--- src/rtl/multdiv_pkg.sv ---
// Shared constants, state encoding and decode helper for the multiply/divide
// issue controller and its timeout counter.
package multdiv_pkg;

  localparam logic [4:0]  OP_RTYPE     = 5'b00000;
  localparam logic [4:0]  ALU_MULT     = 5'b00110;
  localparam logic [4:0]  ALU_DIV      = 5'b00111;
  localparam logic [4:0]  RSTATUS_REG  = 5'd30;
  localparam logic [31:0] RSTATUS_MULT = 32'd4;
  localparam logic [31:0] RSTATUS_DIV  = 32'd5;

  typedef enum logic [1:0] {
    ST_IDLE  = 2'd0,
    ST_START = 2'd1,
    ST_WAIT  = 2'd2,
    ST_WB    = 2'd3
  } md_state_e;

  typedef enum logic {
    OP_MULT = 1'b0,
    OP_DIV  = 1'b1
  } md_op_e;

  function automatic logic is_multdiv(input logic       valid,
                                      input logic [4:0] opc,
                                      input logic [4:0] alu);
    return valid && (opc == OP_RTYPE) && ((alu == ALU_MULT) || (alu == ALU_DIV));
  endfunction

endpackage

--- src/rtl/multdiv_ctrl_counter.sv ---
// WAIT-state cycle counter: synchronous clear, count enable and a terminal
// flag raised when the count reaches TIMEOUT-1.
module md_timeout_counter #(
  parameter int unsigned TIMEOUT = 40
) (
  input  logic clock,
  input  logic reset,
  input  logic clear,
  input  logic enable,
  output logic tc
);

  localparam logic [5:0] TC_VALUE = 6'(TIMEOUT - 1);

  logic [5:0] count_q;
  logic [5:0] count_d;

  always_comb begin
    count_d = count_q;
    if (clear) begin
      count_d = 6'd0;
    end else if (enable) begin
      count_d = count_q + 6'd1;
    end else begin
      count_d = count_q;
    end
  end

  always_ff @(posedge clock or posedge reset) begin
    if (reset) begin
      count_q <= 6'd0;
    end else begin
      count_q <= count_d;
    end
  end

  assign tc = (count_q == TC_VALUE);

endmodule

--- src/rtl/multdiv_ctrl.sv ---
// Execute-stage controller that hands mult/div instructions to a multicycle
// unit, stalls the front of the pipe while it runs, and issues the writeback.
module multdiv_ctrl
  import multdiv_pkg::*;
#(
  parameter int unsigned TIMEOUT = 40
) (
  input  logic        clock,
  input  logic        reset,
  input  logic        issue_valid,
  input  logic [4:0]  opcode,
  input  logic [4:0]  ALUop,
  input  logic [4:0]  rd,
  input  logic [31:0] operandA,
  input  logic [31:0] operandB,
  output logic        md_ctrl_MULT,
  output logic        md_ctrl_DIV,
  output logic [31:0] md_operandA,
  output logic [31:0] md_operandB,
  input  logic [31:0] md_result,
  input  logic        md_exception,
  input  logic        md_resultRDY,
  output logic        stall,
  output logic        wb_valid,
  output logic [4:0]  wb_reg,
  output logic [31:0] wb_data
);

  md_state_e   state_q, state_d;
  md_op_e      op_q, op_d;
  logic [31:0] opa_q, opa_d;
  logic [31:0] opb_q, opb_d;
  logic [4:0]  rd_q, rd_d;
  logic [31:0] result_q, result_d;
  logic        exc_q, exc_d;

  logic accept_s;
  logic cnt_clear_s;
  logic cnt_en_s;
  logic cnt_tc_s;

  assign accept_s    = is_multdiv(issue_valid, opcode, ALUop);
  assign md_operandA = opa_q;
  assign md_operandB = opb_q;

  md_timeout_counter #(.TIMEOUT(TIMEOUT)) u_timeout (
    .clock  (clock),
    .reset  (reset),
    .clear  (cnt_clear_s),
    .enable (cnt_en_s),
    .tc     (cnt_tc_s)
  );

  always_comb begin
    state_d      = state_q;
    op_d         = op_q;
    opa_d        = opa_q;
    opb_d        = opb_q;
    rd_d         = rd_q;
    result_d     = result_q;
    exc_d        = exc_q;
    cnt_clear_s  = 1'b0;
    cnt_en_s     = 1'b0;
    stall        = 1'b0;
    md_ctrl_MULT = 1'b0;
    md_ctrl_DIV  = 1'b0;
    wb_valid     = 1'b0;
    wb_reg       = 5'd0;
    wb_data      = 32'd0;

    case (state_q)
      ST_IDLE: begin
        // Stall is raised in the accept cycle itself, but never while reset is held.
        if (accept_s && !reset) begin
          op_d    = (ALUop == ALU_DIV) ? OP_DIV : OP_MULT;
          opa_d   = operandA;
          opb_d   = operandB;
          rd_d    = rd;
          exc_d   = 1'b0;
          stall   = 1'b1;
          state_d = ST_START;
        end else begin
          state_d = ST_IDLE;
        end
      end
      ST_START: begin
        stall        = 1'b1;
        md_ctrl_MULT = (op_q == OP_MULT);
        md_ctrl_DIV  = (op_q == OP_DIV);
        cnt_clear_s  = 1'b1;
        state_d      = ST_WAIT;
      end
      ST_WAIT: begin
        stall    = 1'b1;
        cnt_en_s = 1'b1;
        // A ready result wins over a timeout landing in the same cycle.
        if (md_resultRDY) begin
          result_d = md_result;
          exc_d    = md_exception;
          state_d  = ST_WB;
        end else if (cnt_tc_s) begin
          exc_d   = 1'b1;
          state_d = ST_WB;
        end else begin
          state_d = ST_WAIT;
        end
      end
      ST_WB: begin
        state_d = ST_IDLE;
        if (exc_q) begin
          wb_valid = 1'b1;
          wb_reg   = RSTATUS_REG;
          wb_data  = (op_q == OP_DIV) ? RSTATUS_DIV : RSTATUS_MULT;
        end else begin
          wb_valid = (rd_q != 5'd0);
          wb_reg   = rd_q;
          wb_data  = result_q;
        end
      end
      default: begin
        state_d = ST_IDLE;
      end
    endcase
  end

  always_ff @(posedge clock or posedge reset) begin
    if (reset) begin
      state_q  <= ST_IDLE;
      op_q     <= OP_MULT;
      opa_q    <= 32'd0;
      opb_q    <= 32'd0;
      rd_q     <= 5'd0;
      result_q <= 32'd0;
      exc_q    <= 1'b0;
    end else begin
      state_q  <= state_d;
      op_q     <= op_d;
      opa_q    <= opa_d;
      opb_q    <= opb_d;
      rd_q     <= rd_d;
      result_q <= result_d;
      exc_q    <= exc_d;
    end
  end

endmodule

--- config.mk ---
export PLATFORM = sky130hd
export DESIGN_NAME = multdiv_ctrl
export DESIGN_NICKNAME = d
export VERILOG_FILES = /design/src/rtl/multdiv_pkg.sv /design/src/rtl/multdiv_ctrl_counter.sv /design/src/rtl/multdiv_ctrl.sv
export SDC_FILE = /design/constraint.sdc
export NUM_CORES = 1
export LEC_CHECK = 0
export ABC_CLOCK_PERIOD_IN_PS = 5400
export CAP_MARGIN = 25
export CORE_MARGIN = 4
export CORE_UTILIZATION = 42
export DETAILED_ROUTE_END_ITERATION = 10
export PLACE_DENSITY = 0.8
export RECOVER_POWER = 100
export SLEW_MARGIN = 0
export SYNTH_ARGS = -nofsm -noshare
export SYNTH_HDL_FRONTEND = slang
export SYNTH_SLANG_ARGS = --single-unit
export TNS_END_PERCENT = 50
--- constraint.sdc ---
create_clock -name clock -period 5.4 [get_ports clock]
set_clock_uncertainty 0.2 [all_clocks]
set_input_delay 1.08 -clock clock [delete_from_list [all_inputs] [get_ports clock]]
set_output_delay 1.08 -clock clock [all_outputs]
set_load 0.1 [all_outputs]
==> impl_metrics.env <==
export IMPL_grt_overflow_total=0
export IMPL_tightest_slew_ns=2.83
export IMPL_cts_root_buf="clkbuf_16"
export IMPL_clock_sinks=111
export IMPL_port_buffer_count=220
export IMPL_diodes=0
export IMPL_grt_max_degree=58
export IMPL_status="complete, but fails checks"
export IMPL_final_cells=689
export IMPL_wl_per_cell_um=18.1
export IMPL_dp_cells=674
export IMPL_chipWidth_um=117
export IMPL_cpPeakStageDelay_ns=0.89
export IMPL_max_freq_ghz=0.223
export IMPL_syn_num_nets=444
export IMPL_initial_core_util_pct=43.4
export IMPL_p_leak_nw=3.61
export IMPL_drc=0
export IMPL_cpMostUsedCell="clkbuf_1"
export IMPL_final_area_mm2=0.00711
export IMPL_row_count=39
export IMPL_power_density_mw_per_mm2=267
export IMPL_routed_wl_um=12400
export IMPL_post_cts_buffers=0
export IMPL_synthArstFlopShare_pct=100
export IMPL_syn_area_per_cell_um2=15.6
export IMPL_antenna_found_initial=0
export IMPL_postPlaceCellArea_mm2=0.00718
export IMPL_postCtsHoldBufs=0
export IMPL_synth_seq_cells=111
export IMPL_min_path_type="reg2reg"
export IMPL_endpoint_kind="primary output"
export IMPL_ant_nets=0
export IMPL_critPathLaunchType="register"
export IMPL_ir_drop_mv=0.187
export IMPL_clk_pin_slew_worst_paths_ns=0.08
export IMPL_grt_pass1_vias=3676
export IMPL_grt_pass1_wl_um=18800
export IMPL_synth_edf_count=0
export IMPL_ctsResizeCount=0
export IMPL_synthToLayoutAreaGrowth_pct=41.8
export IMPL_period_share_pct=83.1
export IMPL_ys_warn_count=0
export IMPL_yosys_area_top_type="dfrtp_1"
export IMPL_setup_tns_final_ns=0
export IMPL_pin_count=221
export IMPL_reg2reg_depth=5
export IMPL_netlist_area_mm2=0.00501
export IMPL_path_class="reg2out"
export IMPL_final_cell_mix="clkdlybuf4s50_1, dfrtp_1, dlygate4sd3_1, mux2_1"
export IMPL_clock_path_buffers=2
export IMPL_routabilityCongestion=0.708
export IMPL_fp_coreArea_mm2=0.0116
export IMPL_period_minus_slack_ns=4.49
export IMPL_drv_slew=55
export IMPL_dr_pass1_iters=4
export IMPL_synth_seq_area_share_pct=55.4
export IMPL_rsz0062_at_grt="false"
export IMPL_drive_gt1_share_pct=10.6
export IMPL_cp_cell_sequence="ha_1 -> nor2b_1 -> clkbuf_1 -> and2_1 -> clkbuf_1"
export IMPL_synthesis_instances=322
export IMPL_violations="max-capacitance violations, max-slew violations"
export IMPL_synth_ff_type="dfrtp_1"
export IMPL_dp_hpwl_um=9680
export IMPL_setup_viol=0
export IMPL_clk_latency_ns=0.33
export IMPL_r2r_slack_ns=2.57
export IMPL_synth_cell_type_count=35
export IMPL_vias=3350
export IMPL_yosys_top_cells_area="dfrtp_1, mux2_4, mux2_2"
export IMPL_cp_required_ns=4.12
export IMPL_final_util_pct=61.5
export IMPL_drt_initial_drc_count=161
export IMPL_cts_tree="yes"
export IMPL_fin_total_pwr_mw=1.90
export IMPL_routed_via_density=4.86
export IMPL_cts_htree_levels=3
export IMPL_max_slew_margin_rel_pct=-88.4
export IMPL_hold_depth=1
export IMPL_layout_nets=664
export IMPL_die_y_um=117
export IMPL_path_max_fanout=31
export IMPL_critical_path_slowest_cell="clkbuf_1"
export IMPL_numCtsBuffers=9
export IMPL_grt_use_total_pct=17.7
export IMPL_finalHoldViolCount=0
export IMPL_worstPathArrival_ns=3.21
export IMPL_dieArea_mm2=0.0137
export IMPL_synth_top_area_share_pct=55.4
export IMPL_layout_commonest_cell="clkdlybuf4s50_1"
export IMPL_cap_violations=1
## kinds of logic (layout without fill, tap and decap cells)
family	after synthesis	in the layout	share of synthesized area [%]
DFF	111	111	55.4
adders and majority gates	6	6	1.50
AOI/OAI and AO/OA	20	20	2.82
muxes	105	105	28.7
xor gates and xnor gates	2	2	0.349
and+or+nand+nor	57	57	7.34
buffers and inverters	21	245	3.92
## final timing paths
path / start / end
max: state_q[0] / wb_reg[0]
min: md_operandB[11] / md_operandB[11]
max reg2reg: state_q[0] / result_q[31]
min reg2reg: md_operandB[11] / md_operandB[11]
max in group asynchronous: reset / result_q[6]
min in group asynchronous: reset / md_operandA[17]
## worst max-delay path, delay by kind of cell (launching register included)
kind	cells	cell delay (ns)
flops	1	0.38
simple gates	2	0.42
buf+inv	2	1.63
fa+ha+maj	1	0.43
## metal layers
metal  vias up  wire, um  part of all wire (%)  track usage (%)
li1       1555         -                     -                -
met4         0       289                   2.3             6.88
met2       144      6280                    50             31.0
met3        20      1060                   8.5             5.71
met1      1631      4820                    39             20.0
met5         -         0                     0                0
## metrics by stage
stage,setup WS [ns],hold slack [ns]
after global placement,1.36,0.278
after floorplan,0.761,0.270
after CTS,1.34,0.302
after global routing,0.683,0.314
after detailed placement,1.35,0.286
final,0.913,0.292
## sequential cells by signal, indices dropped and copies added (netlist names)
signal and count:
exc_q 1, md_operandA 32, md_operandB 32, op_q 1
rd_q 5, result_q 32, state_q 2, u_timeout.count_q 6
## where the power goes
group	internal, mW	total [mW]	switching (mW)
sequential	0.894	0.937	0.0432
combinational	0.141	0.262	0.121
clock	0.407	0.700	0.293
## cells in the mapped netlist (all sizes together), types with 2 or more instances
cell type / instances
nor2b: 3
nor2: 6
buf: 10
mux2: 102
o2bb2ai: 3
nand2b: 2
nand2: 5
mux2i: 3
a21oi: 3
ha: 6
dfrtp: 111
clkbuf: 6
and2: 33
o21ai: 3
o21a: 5
inv: 5
## cell type report
cell class | count | area (um2)
Clock inverter | 6 | 93.8
Multi-Input combinational cell | 190 | 1780
Clock buffer | 9 | 225
Fill cell | 996 | 4460
Timing Repair Buffer | 225 | 2030
Sequential cell | 111 | 2780
Tap cell | 143 | 179
Inverter | 5 | 20.0
No activity file was read; power rests on OpenSTA's default activity.
